==> src/rtl/bank_timing_array.sv <==
// Per-bank DRAM timing checker: judges each command against the pre-edge bank state, pulses accept/err next cycle.
// Latency: accept/err and state one cycle; read strobe T_CL cycles after the accept edge. No backpressure; illegal commands are dropped.
module bank_timing_array #(
  parameter int NBANKS = 8,
  parameter int BA_W   = $clog2(NBANKS),
  parameter int CW     = 8,
  parameter int T_RCD  = 17,
  parameter int T_RP   = 17,
  parameter int T_RAS  = 39,
  parameter int T_RFC  = 34,
  parameter int T_RRD  = 8,
  parameter int T_CL   = 17
) (
  input  logic                  clk,
  input  logic                  rst_n,
  input  logic                  cmd_valid,
  input  logic [2:0]            cmd,
  input  logic [BA_W-1:0]       cmd_ba,
  output logic                  cmd_accept,
  output logic                  cmd_err,
  output logic [3*NBANKS-1:0]   bank_state,
  output logic                  all_idle,
  output logic                  rd_valid,
  output logic [BA_W-1:0]       rd_ba
);

  localparam logic [2:0] ST_IDLE = 3'd0;
  localparam logic [2:0] ST_ACTG = 3'd1;
  localparam logic [2:0] ST_ACTV = 3'd2;
  localparam logic [2:0] ST_PRE  = 3'd3;
  localparam logic [2:0] ST_REF  = 3'd4;

  localparam logic [2:0] CMD_NOP = 3'd0;
  localparam logic [2:0] CMD_ACT = 3'd1;
  localparam logic [2:0] CMD_RD  = 3'd2;
  localparam logic [2:0] CMD_WR  = 3'd3;
  localparam logic [2:0] CMD_PR  = 3'd4;
  localparam logic [2:0] CMD_PRA = 3'd5;
  localparam logic [2:0] CMD_REF = 3'd6;

  localparam logic [CW-1:0] ONE = CW'(1);

  logic [2:0]      state_q [NBANKS];
  logic [2:0]      state_d [NBANKS];
  logic [CW-1:0]   rcd_q [NBANKS];
  logic [CW-1:0]   rcd_d [NBANKS];
  logic [CW-1:0]   rp_q  [NBANKS];
  logic [CW-1:0]   rp_d  [NBANKS];
  logic [CW-1:0]   ras_q [NBANKS];
  logic [CW-1:0]   ras_d [NBANKS];
  logic [CW-1:0]   rfc_q, rfc_d;
  logic [CW-1:0]   rrd_q, rrd_d;
  logic            pipe_vld_q [T_CL];
  logic [BA_W-1:0] pipe_ba_q  [T_CL];
  logic            accept_q, err_q, rd_valid_q;
  logic [BA_W-1:0] rd_ba_q;

  logic            ba_ok, any_busy, pra_block, idle_all, legal, apply;
  logic [2:0]      tgt_state;
  logic [CW-1:0]   tgt_ras;

  always_comb begin
    ba_ok     = (32'(cmd_ba) < NBANKS);
    tgt_state = ba_ok ? state_q[cmd_ba] : ST_IDLE;
    tgt_ras   = ba_ok ? ras_q[cmd_ba] : '0;
    any_busy  = 1'b0;
    pra_block = 1'b0;
    idle_all  = 1'b1;
    for (int b = 0; b < NBANKS; b++) begin
      if (state_q[b] != ST_IDLE) idle_all = 1'b0;
      if (state_q[b] == ST_ACTG || state_q[b] == ST_PRE || state_q[b] == ST_REF) any_busy = 1'b1;
      if (state_q[b] == ST_ACTV && ras_q[b] != '0) pra_block = 1'b1;
    end
    case (cmd)
      CMD_NOP:        legal = 1'b1;
      CMD_ACT:        legal = ba_ok && tgt_state == ST_IDLE && rrd_q == '0;
      CMD_RD, CMD_WR: legal = ba_ok && tgt_state == ST_ACTV;
      CMD_PR:         legal = ba_ok && (tgt_state == ST_IDLE ||
                                        (tgt_state == ST_ACTV && tgt_ras == '0));
      CMD_PRA:        legal = !any_busy && !pra_block;
      CMD_REF:        legal = idle_all;
      default:        legal = 1'b0;
    endcase
    apply = cmd_valid && legal;
  end

  // Counter-driven transitions first, then the command overrides; a legal command never
  // targets a bank that is mid-transition, so the two never collide.
  always_comb begin
    rfc_d = rfc_q;
    if (state_q[0] == ST_REF && rfc_q != '0) rfc_d = rfc_q - ONE;
    rrd_d = (rrd_q != '0) ? rrd_q - ONE : rrd_q;
    if (apply && cmd == CMD_ACT) rrd_d = CW'(T_RRD);
    if (apply && cmd == CMD_REF) rfc_d = CW'(T_RFC);
    for (int b = 0; b < NBANKS; b++) begin
      state_d[b] = state_q[b];
      rcd_d[b]   = rcd_q[b];
      rp_d[b]    = rp_q[b];
      ras_d[b]   = (ras_q[b] != '0) ? ras_q[b] - ONE : ras_q[b];
      case (state_q[b])
        ST_ACTG: begin
          if (rcd_q[b] == ONE) state_d[b] = ST_ACTV;
          if (rcd_q[b] != '0)  rcd_d[b]   = rcd_q[b] - ONE;
        end
        ST_PRE: begin
          if (rp_q[b] == ONE) state_d[b] = ST_IDLE;
          if (rp_q[b] != '0)  rp_d[b]    = rp_q[b] - ONE;
        end
        ST_REF: if (rfc_q == ONE) state_d[b] = ST_IDLE;
        default: ;
      endcase
      if (apply) begin
        case (cmd)
          CMD_ACT: if (cmd_ba == BA_W'(b)) begin
            state_d[b] = ST_ACTG;
            rcd_d[b]   = CW'(T_RCD);
            ras_d[b]   = CW'(T_RAS);
          end
          CMD_PR: if (cmd_ba == BA_W'(b) && state_q[b] == ST_ACTV) begin
            state_d[b] = ST_PRE;
            rp_d[b]    = CW'(T_RP);
          end
          CMD_PRA: if (state_q[b] == ST_ACTV) begin
            state_d[b] = ST_PRE;
            rp_d[b]    = CW'(T_RP);
          end
          CMD_REF: state_d[b] = ST_REF;
          default: ;
        endcase
      end
    end
  end

  always_ff @(posedge clk) begin
    if (!rst_n) begin
      for (int b = 0; b < NBANKS; b++) begin
        state_q[b] <= ST_IDLE;
        rcd_q[b]   <= '0;
        rp_q[b]    <= '0;
        ras_q[b]   <= '0;
      end
      for (int s = 0; s < T_CL; s++) begin
        pipe_vld_q[s] <= 1'b0;
        pipe_ba_q[s]  <= '0;
      end
      rfc_q      <= '0;
      rrd_q      <= '0;
      accept_q   <= 1'b0;
      err_q      <= 1'b0;
      rd_valid_q <= 1'b0;
      rd_ba_q    <= '0;
    end else begin
      state_q <= state_d;
      rcd_q   <= rcd_d;
      rp_q    <= rp_d;
      ras_q   <= ras_d;
      rfc_q   <= rfc_d;
      rrd_q   <= rrd_d;
      pipe_vld_q[0] <= apply && cmd == CMD_RD;
      pipe_ba_q[0]  <= cmd_ba;
      for (int s = 1; s < T_CL; s++) begin
        pipe_vld_q[s] <= pipe_vld_q[s-1];
        pipe_ba_q[s]  <= pipe_ba_q[s-1];
      end
      accept_q   <= cmd_valid && legal;
      err_q      <= cmd_valid && !legal;
      rd_valid_q <= pipe_vld_q[T_CL-1];
      rd_ba_q    <= pipe_ba_q[T_CL-1];
    end
  end

  always_comb begin
    bank_state = '0;
    for (int b = 0; b < NBANKS; b++) bank_state[3*b +: 3] = state_q[b];
  end

  assign all_idle   = idle_all;
  assign cmd_accept = accept_q;
  assign cmd_err    = err_q;
  assign rd_valid   = rd_valid_q;
  assign rd_ba      = rd_ba_q;

endmodule
==> config.mk <==
export PLATFORM = sky130hd
export DESIGN_NAME = bank_timing_array
export DESIGN_NICKNAME = d
export VERILOG_FILES = /design/src/rtl/bank_timing_array.sv
export SDC_FILE = /design/constraint.sdc
export NUM_CORES = 1
export LEC_CHECK = 0
export ABC_AREA = 0
export BUFFER_PORTS_ARGS = -buffer_cell sky130_fd_sc_hd__buf_2
export CAP_MARGIN = 10
export CORE_ASPECT_RATIO = 1.25
export CORE_UTILIZATION = 45
export DETAILED_ROUTE_END_ITERATION = 6
export GPL_TIMING_DRIVEN = 0
export PLACE_DENSITY_LB_ADDON = 0.3
export SLEW_MARGIN = 5
export SYNTH_ARGS = -nofsm -noshare
export SYNTH_HDL_FRONTEND = slang
export SYNTH_SLANG_ARGS = --single-unit
==> constraint.sdc <==
create_clock -name clk -period 2.65 [get_ports clk]
set_input_delay 0.53 -clock clk [delete_from_list [all_inputs] [get_ports clk]]
set_output_delay 0.53 -clock clk [all_outputs]
set_load 0.01 [all_outputs]
==> summary by stage <==
Status
The run finished, with violations left. The final reports fail on setup timing.

Cells and area
The post-route non-filler standard cell count is 2,330. The fraction of final layout cells sized beyond drive strength 1 is 24.06%. The filler cells instantiated in the layout total 2,779. The final net count is 1,943. Compared with the post-synthesis result, the final layout area differs by 29.34%.

The final core utilization is 58.94%. The count of inserted antenna diode cells is 0.

Synthesis
The cell area after technology mapping is 14,850 µm². The number of different library cells in the post-synthesis netlist is 83. The number of nets handed over by synthesis was 1,789. The per-instance average area after synthesis is 8.575 µm². The number of synthesis warnings is 0. The share of async-settable or async-resettable flops after synthesis is 0%. The total of flip-flops plus latches after synthesis is 306. The sequential element share of the synthesized area is 41.25%. The synthesized design contains 0 enable-type register cells. By area the synthesized netlist is led by sky130_fd_sc_hd__dfxtp_1 41%, sky130_fd_sc_hd__xnor2_1 5.9%, sky130_fd_sc_hd__nand2_1 4.3%. Summed over all instances, the cell type with the most area after synthesis is sky130_fd_sc_hd__dfxtp_1.

Counting every instance in the synthesized netlist gives 1,732. The most common flop cell mapped by yosys is sky130_fd_sc_hd__dfxtp_1. In the synthesized netlist, the cells that appear most often are 306 x sky130_fd_sc_hd__dfxtp_1, 170 x sky130_fd_sc_hd__nand2_1, 135 x sky130_fd_sc_hd__nor2_1.

The most numerous cell in the Yosys netlist is sky130_fd_sc_hd__dfxtp_1. The share of synthesized area in the top cell type comes to 41.25%.

Placement
The post-DP HPWL is 29.45 mm. The number of buffer cells added on primary ports is 35. Counting tap cells, the placed design contains a total of 2,185 instances. At the end of routability-driven placement, the weighted congestion stood at 0.9677.

Detailed routing
The routed wire length is 44.69 mm. The first detailed-routing pass ran for 5 iterations. The wire length per cell is 19.18 µm. For this run, design rule violations remaining after detail routing come to 0. Once detail routing completed, the nets flagged for antenna violations numbered 0.

The number of vias in the routed layout is 13,530. The mean number of vias per cell is 5.808. The number of DRC violations after detailed-routing iteration 0 is 1,006.

Floorplanning
The count of boundary I/O pins is 40. The die is 205.1 µm tall. The placeable core region is 32,590 µm².

The x dimension of the die is 164.5 µm. The floorplan step defined a die boundary enclosing 33,740 µm². Once the floorplan was initialized, standard cells occupied 45.57% of the core. The row count is 74.

CTS
The number of hold buffers added after CTS is 0. The clock net in this run drives a total of 306 sinks. The tree is rooted in a sky130_fd_sc_hd__clkbuf_16. The clock tree synthesis step divided the H-tree into 2 levels.

The TritonCTS clock tree is done. The clock transition at the registers of the reported paths is 0.06 ns. The maximum root-to-sink buffer count is 3.

The CTS buffer count is 34. The clock latency at the later pin of the worst-skew pair is 0.53 ns.

Critical path
The signal on the critical path passes through buf_6 -> nor2_4 -> a222oi_1 -> nand4bb_1 -> or4_4 -> buf_6 -> a31oi_4 -> o211ai_1 -> buf_4 -> buf_8 -> o22ai_2. Of all nets on the critical path, the largest fanout is 5. The arrival time of the worst setup path is 3.29 ns. Counting both buffers and inverters, the worst setup path holds a total of 4. The startpoint type of the worst setup path is a register. The critical path is of the register to register type. The critical path required time is 3.08 ns. The worst setup path is captured at a register. The cell with the largest stage delay on the worst path is sky130_fd_sc_hd__or4_4.

The critical path's most frequent cell is sky130_fd_sc_hd__buf_6. The kind of cell with the highest combined delay along the critical path is compound AO/OA/AOI/OAI gates. In this design, the stage delay of the slowest critical-path cell is 0.56 ns.

Pwr
The worst IR drop on VDD is 0.5709 mV. For this design the ratio of total power to cell area is 821.1 nW/µm². For this design the static power due to leakage is 7.290 nW. The total power of the final layout is 15.77 mW.

STA
The ratio of final minimum period to clock period is 107.8%. The final number of hold-violating endpoints is 0. For the pin with the worst max-slew slack, the measured transition is 1.299 ns.

Setup repair after global routing could not meet its margin everywhere. Final hold analysis gives a worst-case slack of 0.4319 ns. Clock skew on the completed layout was measured at 0.02389 ns. Setup violations remaining at the end of the flow were counted as 188. The remaining max-slew budget at the tightest pin is 13.43%. The maximum achievable frequency is 349.9 MHz. The max-slew violation count is 0. After layout, the minimum clock period comes to 2.858 ns. The slack of the critical path is -0.2076 ns.

Min path
The path class of the tightest hold or removal check is register to register.

GRT
Global routing used 30.99% of the available met1 tracks. The met2 routing resource usage after global routing is 42.50%. The layer flagged by global routing as most heavily used is met2. The first global-routing pass estimated 67.08 mm of wire. The via count of the first global-routing pass came to 12,660. Global routing consumed, over all layers together, 25.47% of the routing resources. The met3 track demand over resource in global routing is 3.887%. The final global-route overflow total is 0. The number of antenna violations at the first check in global routing is 0. The pin count of the biggest net entering global routing is 16.

Run
The number of max-cap violations is 0.
-- cells in the final DEF (no fill, tap or decap), types with 19 or more instances in the layout --
master,instances
sky130_fd_sc_hd__a21oi_1,49
sky130_fd_sc_hd__a31oi_1,32
sky130_fd_sc_hd__a31oi_4,21
sky130_fd_sc_hd__and2_1,77
sky130_fd_sc_hd__buf_2,37
sky130_fd_sc_hd__buf_4,56
sky130_fd_sc_hd__buf_6,27
sky130_fd_sc_hd__clkbuf_1,43
sky130_fd_sc_hd__clkbuf_16,40
sky130_fd_sc_hd__dfxtp_1,282
sky130_fd_sc_hd__dfxtp_2,19
sky130_fd_sc_hd__ha_1,42
sky130_fd_sc_hd__inv_1,57
sky130_fd_sc_hd__nand2_1,166
sky130_fd_sc_hd__nand3_1,58
sky130_fd_sc_hd__nor2_1,114
sky130_fd_sc_hd__nor3_1,84
sky130_fd_sc_hd__nor3_2,27
sky130_fd_sc_hd__nor4_1,37
sky130_fd_sc_hd__o211ai_1,19
sky130_fd_sc_hd__o21ai_0,33
sky130_fd_sc_hd__xnor2_1,99
sky130_fd_sc_hd__xor2_1,58
-- kinds of logic after synthesis --
family,count (synthesis),share of synthesized area (%)
and+or+nand+nor,768,26.87
DFF,306,41.25
AOI/OAI and AO/OA,292,13.06
xor gates and xnor gates,158,9.318
buffers and inverters,144,4.078
adders and majority gates,48,4.044
muxes,16,1.382
-- stage by stage --
stage               TNS [ns]  setup slack, ns  area, µm²
floorplan            -0.1798         -0.01738      14990
global placement     -171.97           -1.173      15690
detailed placement   -172.65           -1.187      15690
CTS                   -3.987         -0.09241      18100
global route          -29.46          -0.2479      19210
finish                -19.97          -0.2076      19210
-- layer usage --
layer  vias up  wire length (µm)  part of all wire [%]
li1       6432                 -                     -
met1      6476             17740                    40
met3       141              2912                   6.5
met2       483             21440                    48
met4         0              2610                   5.8
met5         -                 0                     0
-- area by class of cell --
cell class / instances / area, µm² / area share, %
inverters: 68 / 270.3 / 1.407
well taps: 418 / 523.0 / 2.723
clock inverters: 16 / 209.0 / 1.088
flip-flops and latches: 306 / 6168 / 32.11
clock buffers: 46 / 955.9 / 4.976
plain buffers: 72 / 505.5 / 2.631
multi-input cells: 1282 / 9472 / 49.31
repair buffers: 122 / 1106 / 5.758
-- path summary, 6_finish.rpt --
kind | cells past startpoint | slack, ns | endpoint | startpoint
min | 1 | 0.43 | pipe_ba_q[2][0] | pipe_ba_q[1][0]
max reg2reg | 11 | -0.21 | rp_q[32] | bank_state[22]
max | 11 | -0.21 | rp_q[32] | bank_state[22]
min reg2reg | 1 | 0.43 | pipe_ba_q[2][0] | pipe_ba_q[1][0]
-- report_power, final --
part / leakage [nW] / total, mW / internal [mW] / switching (mW)
sequential: 2.49 / 5.76 / 5.11 / 0.649
clock: 0.562 / 4.91 / 2.95 / 1.97
combinational: 4.23 / 5.10 / 2.56 / 2.54
-- flip-flops by register name, summed over array words and instances (netlist names), 8 cells and up --
signal,count
rfc_q,8
pipe_vld_q,17
rp_q,64
rcd_q,64
bank_state,24
rrd_q,8
pipe_ba_q,51
ras_q,64
-- worst reg2reg max path: stages, from the launching register on --
cell,delay (ns)
sky130_fd_sc_hd__dfxtp_2,0.33
sky130_fd_sc_hd__buf_6,0.14
sky130_fd_sc_hd__nor2_4,0.05
sky130_fd_sc_hd__a222oi_1,0.47
sky130_fd_sc_hd__nand4bb_1,0.22
sky130_fd_sc_hd__or4_4,0.56
sky130_fd_sc_hd__buf_6,0.14
sky130_fd_sc_hd__a31oi_4,0.23
sky130_fd_sc_hd__o211ai_1,0.12
sky130_fd_sc_hd__buf_4,0.22
sky130_fd_sc_hd__buf_8,0.15
sky130_fd_sc_hd__o22ai_2,0.15
-- timing repair --
item,in CTS,in global routing
pin swaps,59,53
buffers inserted,69,13
endpoints found under the hold margin,0,0
setup endpoints to repair,222,219
cloned,5,6
gates resized for setup,169,186
No activity file was read; power rests on OpenSTA's default activity.
